`src/rtl/decoder_3to8_seq.sv`:
```
// decoder_3to8_seq
// ----------------
// Sequential 3-to-8 one-hot decoder. 3-bit codes arrive through a valid/ready
// handshake into a small FIFO. Each code is later driven on 'out' as a
// registered one-hot word (8'b1 << code) that stays asserted for exactly HOLD
// cycles. Codes come out in the order they were accepted.
//
// Handshake: a code transfers on a rising edge where in_valid && in_ready.
// in_ready is !full and is combinational from the FIFO count. in_valid while
// full is ignored and nothing is overwritten.
//
// Ports
//   clk        rising-edge clock
//   rst        asynchronous, active-high reset
//   in_code    code to decode
//   in_valid   in_code is valid this cycle
//   in_ready   FIFO can accept a code
//   en         permits starting a new output word (never cuts one short)
//   out        registered one-hot word, 8'b0 when idle
//   out_valid  out holds a decoded word
//   busy       a word is being held or the FIFO is non-empty
//   fifo_level current FIFO occupancy
module decoder_3to8_seq #(
  parameter int DEPTH = 4,
  parameter int HOLD  = 2,
  parameter int LW    = 3
) (
  input  logic          clk,
  input  logic          rst,
  input  logic [2:0]    in_code,
  input  logic          in_valid,
  output logic          in_ready,
  input  logic          en,
  output logic [7:0]    out,
  output logic          out_valid,
  output logic          busy,
  output logic [LW-1:0] fifo_level
);

  localparam int AW = (DEPTH > 1) ? $clog2(DEPTH) : 1;
  localparam int HW = (HOLD > 1) ? $clog2(HOLD) : 1;

  typedef enum logic {
    IDLE = 1'b0,
    HOLD_ST = 1'b1
  } state_t;

  state_t          state;
  logic [HW-1:0]   hold_cnt;

  logic [2:0]      mem [DEPTH];
  logic [AW-1:0]   wptr;
  logic [AW-1:0]   rptr;
  logic [LW-1:0]   count;

  logic            full;
  logic            empty;
  logic            push;
  logic            pop;
  logic [2:0]      pop_code;

  assign full     = (count == LW'(DEPTH));
  assign empty    = (count == '0);
  assign in_ready = !full;
  assign push     = in_valid && !full;

  // A new word starts either from IDLE or on the last cycle of the current
  // word, which gives back-to-back words with no zero gap between them.
  assign pop      = !empty && en && ((state == IDLE) || (hold_cnt == '0));
  assign pop_code = mem[rptr];

  assign busy       = (state == HOLD_ST) || !empty;
  assign fifo_level = count;

  // Storage carries no reset: an entry is only read after it has been written.
  always_ff @(posedge clk) begin
    if (push) begin
      mem[wptr] <= in_code;
    end
  end

  // Pointers wrap naturally because DEPTH is a power of two.
  always_ff @(posedge clk or posedge rst) begin
    if (rst) begin
      wptr  <= '0;
      rptr  <= '0;
      count <= '0;
    end else begin
      if (push) begin
        wptr <= wptr + AW'(1);
      end
      if (pop) begin
        rptr <= rptr + AW'(1);
      end
      case ({push, pop})
        2'b10:   count <= count + LW'(1);
        2'b01:   count <= count - LW'(1);
        default: count <= count;
      endcase
    end
  end

  // Output FSM. hold_cnt counts the remaining cycles of the current word
  // after this one, so a word is loaded with HOLD-1.
  always_ff @(posedge clk or posedge rst) begin
    if (rst) begin
      state     <= IDLE;
      hold_cnt  <= '0;
      out       <= 8'b0;
      out_valid <= 1'b0;
    end else begin
      case (state)
        IDLE: begin
          if (pop) begin
            state     <= HOLD_ST;
            hold_cnt  <= HW'(HOLD - 1);
            out       <= 8'(1) << pop_code;
            out_valid <= 1'b1;
          end else begin
            out       <= 8'b0;
            out_valid <= 1'b0;
          end
        end
        HOLD_ST: begin
          if (hold_cnt != '0) begin
            hold_cnt <= hold_cnt - HW'(1);
          end else if (pop) begin
            hold_cnt  <= HW'(HOLD - 1);
            out       <= 8'(1) << pop_code;
            out_valid <= 1'b1;
          end else begin
            state     <= IDLE;
            out       <= 8'b0;
            out_valid <= 1'b0;
          end
        end
        default: begin
          state     <= IDLE;
          hold_cnt  <= '0;
          out       <= 8'b0;
          out_valid <= 1'b0;
        end
      endcase
    end
  end

endmodule
```
`config.mk`:
```
export PLATFORM = sky130hd
export DESIGN_NAME = decoder_3to8_seq
export DESIGN_NICKNAME = d
export VERILOG_FILES = /design/src/rtl/decoder_3to8_seq.sv
export SDC_FILE = /design/constraint.sdc
export NUM_CORES = 1
export LEC_CHECK = 0
export ABC_AREA = 1
export CAP_MARGIN = 20
export CORE_UTILIZATION = 40
export DETAILED_ROUTE_END_ITERATION = 12
export HOLD_SLACK_MARGIN = 0.06
export MAX_ROUTING_LAYER = met4
export SLEW_MARGIN = 10
export SYNTH_ARGS = -nofsm -noshare
export SYNTH_HDL_FRONTEND = slang
export SYNTH_SLANG_ARGS = --single-unit
```
`constraint.sdc`:
```
create_clock -name clk -period 1.7 [get_ports clk]
set_input_delay 0.17 -clock clk [delete_from_list [all_inputs] [get_ports clk]]
set_output_delay 0.17 -clock clk [all_outputs]
set_load 0.1 [all_outputs]
```
==> flow_summary.html <==
<table>
<tr><th>Metric</th><th>Value</th></tr>
<tr><th colspan="2">Status</th></tr>
<tr><td>Outcome</td><td>completed</td></tr>
<tr><th colspan="2">Timing</th></tr>
<tr><td>Final Hold Vio Count</td><td>0</td></tr>
<tr><td>Max-slew violation count</td><td>0</td></tr>
<tr><td>Peak Freq</td><td>594.8 MHz</td></tr>
<tr><td>Final Critical Period</td><td>1681 ps</td></tr>
<tr><td>Unrepaired setup endpoints after global routing</td><td>yes</td></tr>
<tr><td>Worst Max-Slew Pin Slew</td><td>379.1 ps</td></tr>
<tr><td>Total of endpoints with negative setup slack in the final report</td><td>0</td></tr>
<tr><td>Slew headroom</td><td>74.72%</td></tr>
<tr><td>Final worst path period share</td><td>98.89%</td></tr>
<tr><td>Post-Route Skew</td><td>10.96 ps</td></tr>
<tr><th colspan="2">Detailed routing</th></tr>
<tr><td>Routed via count</td><td>1024</td></tr>
<tr><td>Vias per inst</td><td>4.339</td></tr>
<tr><td>WL final</td><td>2321 um</td></tr>
<tr><td>DRC violation count after routing</td><td>0</td></tr>
<tr><td>Average wire per standard cell</td><td>9.835 um</td></tr>
<tr><td>DRC violation total after the first TritonRoute iteration</td><td>53</td></tr>
<tr><td>Number of nets with antenna violations after detailed routing</td><td>0</td></tr>
<tr><td>First-pass detailed-route iteration total</td><td>4</td></tr>
<tr><th colspan="2">Yosys</th></tr>
<tr><td>Sequential cell area fraction in the yosys report</td><td>56.50%</td></tr>
<tr><td>Number of flip-flops and latches in the synthesized netlist</td><td>30</td></tr>
<tr><td>Mapped Avg Cell Area</td><td>9.632 um^2</td></tr>
<tr><td>Cell variety after synth</td><td>22</td></tr>
<tr><td>Fraction of synthesized cell area taken by the top area cell type</td><td>31.39%</td></tr>
<tr><td>Warning count from the yosys run</td><td>0</td></tr>
<tr><td>Post-synthesis cell count</td><td>149</td></tr>
<tr><td>Synth Net Count</td><td>162</td></tr>
<tr><td>Main area contributors after synthesis</td><td>sky130_fd_sc_hd__dfrtp_1 31%, sky130_fd_sc_hd__edfxtp_1 25%, sky130_fd_sc_hd__nand2_1 14%, sky130_fd_sc_hd__ha_1 4.4%, sky130_fd_sc_hd__inv_1 3.1%</td></tr>
<tr><td>Post-synthesis cell area</td><td>1435 um^2</td></tr>
<tr><td>Cell taking the most area after synthesis</td><td>sky130_fd_sc_hd__dfrtp_1</td></tr>
<tr><th colspan="2">Global route</th></tr>
<tr><td>Total global routing overflow</td><td>0</td></tr>
<tr><td>Via count of the first global-routing pass</td><td>932</td></tr>
<tr><td>Maximum number of pins on one net before global-route repair</td><td>17</td></tr>
<tr><td>Global-route wire length before repair</td><td>3732 um</td></tr>
<tr><td>Initial antenna violation count</td><td>0</td></tr>
<tr><td>All-layer global routing usage</td><td>14.40%</td></tr>
<tr><th colspan="2">Finish</th></tr>
<tr><td>N_diodes</td><td>0</td></tr>
<tr><td>Number of nets in the layout</td><td>202</td></tr>
<tr><td>Utilization after layout</td><td>57.03%</td></tr>
<tr><td>Share of cells above drive strength 1</td><td>34.74%</td></tr>
<tr><td>Growth of design area from synthesis to finish</td><td>34.70%</td></tr>
<tr><th colspan="2">Floorplan</th></tr>
<tr><td>Die H</td><td>61.90 um</td></tr>
<tr><td>Area enclosed by the die boundary</td><td>3832 um^2</td></tr>
<tr><td>Row count</td><td>21</td></tr>
<tr><td>Initial Util</td><td>42.34%</td></tr>
<tr><td>Core area</td><td>3390 um^2</td></tr>
<tr><td>Top-Level Pins</td><td>21</td></tr>
<tr><td>Horizontal extent of the die</td><td>61.90 um</td></tr>
<tr><th colspan="2">Job</th></tr>
<tr><td>Number of maximum-capacitance constraint violations</td><td>0</td></tr>
<tr><th colspan="2">CTS</th></tr>
<tr><td>Total clock buffers created by CTS</td><td>5</td></tr>
<tr><td>Reg clk slew, reported paths</td><td>90 ps</td></tr>
<tr><td>Total number of H-tree levels</td><td>2</td></tr>
<tr><td>Clock Tree Buf Depth</td><td>2</td></tr>
<tr><td>Skew-Pair Late Insertion Delay</td><td>310 ps</td></tr>
<tr><td>TritonCTS clock tree</td><td>built</td></tr>
<tr><td>Root cell of the clock tree</td><td>sky130_fd_sc_hd__clkbuf_4</td></tr>
<tr><td>Count of clock tree sinks</td><td>30</td></tr>
<tr><th colspan="2">Critical path</th></tr>
<tr><td>Data required time of the critical path</td><td>1910 ps</td></tr>
<tr><td>Crit. End Element</td><td>flip-flop</td></tr>
<tr><td>Crit start category</td><td>flip-flop</td></tr>
<tr><td>Critical Path, Cell by Cell</td><td>inv_4, nand3_4, nand2_4, ha_4, inv_2, fa_2, a21oi_2, o21ai_1, xor2_1</td></tr>
<tr><td>Master of the slowest instance on the critical path</td><td>sky130_fd_sc_hd__dfrtp_4</td></tr>
<tr><td>Largest fanout on the critical path</td><td>3</td></tr>
<tr><td>CP bufs+invs</td><td>2</td></tr>
<tr><td>Kind of cell with the highest combined delay on the critical path</td><td>flip-flops</td></tr>
<tr><td>Arrival time at the worst endpoint</td><td>1890 ps</td></tr>
<tr><td>CP Class</td><td>flip-flop to flip-flop</td></tr>
<tr><td>CP max stage delay</td><td>490 ps</td></tr>
<tr><th colspan="2">Placement</th></tr>
<tr><td>Routability congestion estimate</td><td>0.7820</td></tr>
<tr><td>Half-perimeter wire length after placement</td><td>1908 um</td></tr>
<tr><td>Port Buf Inserts</td><td>20</td></tr>
<tr><th colspan="2">Min path</th></tr>
<tr><td>Kind of path behind the tightest hold check</td><td>input pin to flip-flop</td></tr>
</table>
cells in the mapped netlist (all sizes together):
master / number
nand3: 10
o21ai: 3
buf: 2
xnor2: 1
nor2: 12
edfxtp: 12
ha: 5
fa: 1
inv: 15
nand2: 63
a21oi: 2
clkinv: 1
dfrtp: 18
xor2: 3
or2: 1
cells in the final DEF (no fill, tap or decap), drive strengths merged:
| master | synthesis | layout |
|---|---|---|
| nand2 | 63 | 63 |
| clkdlybuf4s50 | 0 | 6 |
| nand3 | 10 | 10 |
| ha | 5 | 5 |
| edfxtp | 12 | 12 |
| xnor2 | 1 | 1 |
| or2 | 1 | 1 |
| nor2 | 12 | 12 |
| inv | 15 | 15 |
| xor2 | 3 | 3 |
| buf | 2 | 28 |
| dlygate4sd3 | 0 | 1 |
| dfrtp | 18 | 18 |
| clkbuf | 0 | 8 |
| clkinv | 1 | 1 |
| a21oi | 2 | 2 |
| o21ai | 3 | 3 |
| fa | 1 | 1 |
worst paths after layout:
| path | startpoint | to | slack (ps) | cells past startpoint |
|---|---|---|---|---|
| setup / recovery | fifo_level[0]$_DFFE_PP0P_ | fifo_level[2]$_DFFE_PP0P_ | 20 | 9 |
| hold reg to reg | out[4]$_DFFE_PP0N_ | out[4]$_DFFE_PP0N_ | 480 | 2 |
| min in group asynchronous | rst | wptr[1]$_DFFE_PP0P_ | 560 | 3 |
| hold / removal | en | state$_DFF_PP0_ | 440 | 3 |
| setup reg to reg | fifo_level[0]$_DFFE_PP0P_ | fifo_level[2]$_DFFE_PP0P_ | 20 | 9 |
| max in group asynchronous | rst | fifo_level[1]$_DFFE_PP0P_ | 710 | 4 |
cell families (layout without fill, tap and decap cells):
logic type | Yosys count | after routing | synth area share, %
XOR/XNOR | 4 | 4 | 2.442
AO/OA/AOI/OAI | 5 | 5 | 1.743
buffers and inverters | 18 | 59 | 5.841
AND/OR/NAND/NOR | 86 | 86 | 27.72
flip-flops | 30 | 30 | 56.50
adder cells (fa/ha/maj) | 6 | 6 | 5.754
worst reg2reg max path: stages, from the launching register on:
cell	delay [ps]
sky130_fd_sc_hd__dfrtp_4	490
sky130_fd_sc_hd__inv_4	80
sky130_fd_sc_hd__nand3_4	80
sky130_fd_sc_hd__nand2_4	90
sky130_fd_sc_hd__ha_4	120
sky130_fd_sc_hd__inv_2	40
sky130_fd_sc_hd__fa_2	340
sky130_fd_sc_hd__a21oi_2	120
sky130_fd_sc_hd__o21ai_1	80
sky130_fd_sc_hd__xor2_1	140
per-stage QoR:
step           cells  worst slack, ps  hold slack, ps  setup TNS (ps)  area [um^2]
5_1_grt          236           -68.64           446.3          -115.5         1933
3_5_place_dp     225           -148.6           340.5          -185.0         1843
2_1_floorplan    149           -533.6           108.6           -1011         1484
6_report         236            18.81           443.9               0         1933
3_3_place_gp     225           -118.1           335.0          -118.5         1843
4_1_cts          236           -5.238           430.4          -5.238         1929
final cells by class:
cell class,instances,area (um^2)
flip-flops and latches,30,822.0
repair buffers,35,342.8
multi-input cells,101,579.3
fillers,307,1456
inverters,16,72.57
clock buffers,8,58.81
well taps,46,57.56
metal layers:
layer	global-route usage (%)	wire, um	vias up
li1	-	-	542
met1	15.13	1033	459
met2	24.27	1157	19
met3	4.969	85	4
met4	6.667	44	0
met5	-	0	-
state kept, by name, summed over array words and instances, names as in the netlist:
name / flops
mem: 12
out: 8
fifo_level: 3
rptr: 2
wptr: 2
hold_cnt: 1
out_valid: 1
state: 1
timing repair:
| item | in CTS | in global routing |
|---|---|---|
| endpoints found under the hold margin | 2 | 0 |
| setup buffers | 2 | 0 |
| hold buffers | 1 | 0 |
| pin swaps | 0 | 0 |
| gates resized for setup | 2 | 2 |
| endpoints found under the setup margin | 2 | 2 |
Power is not shown: default switching activity piles up to over one toggle a cycle in this logic, so the estimate is an artifact.
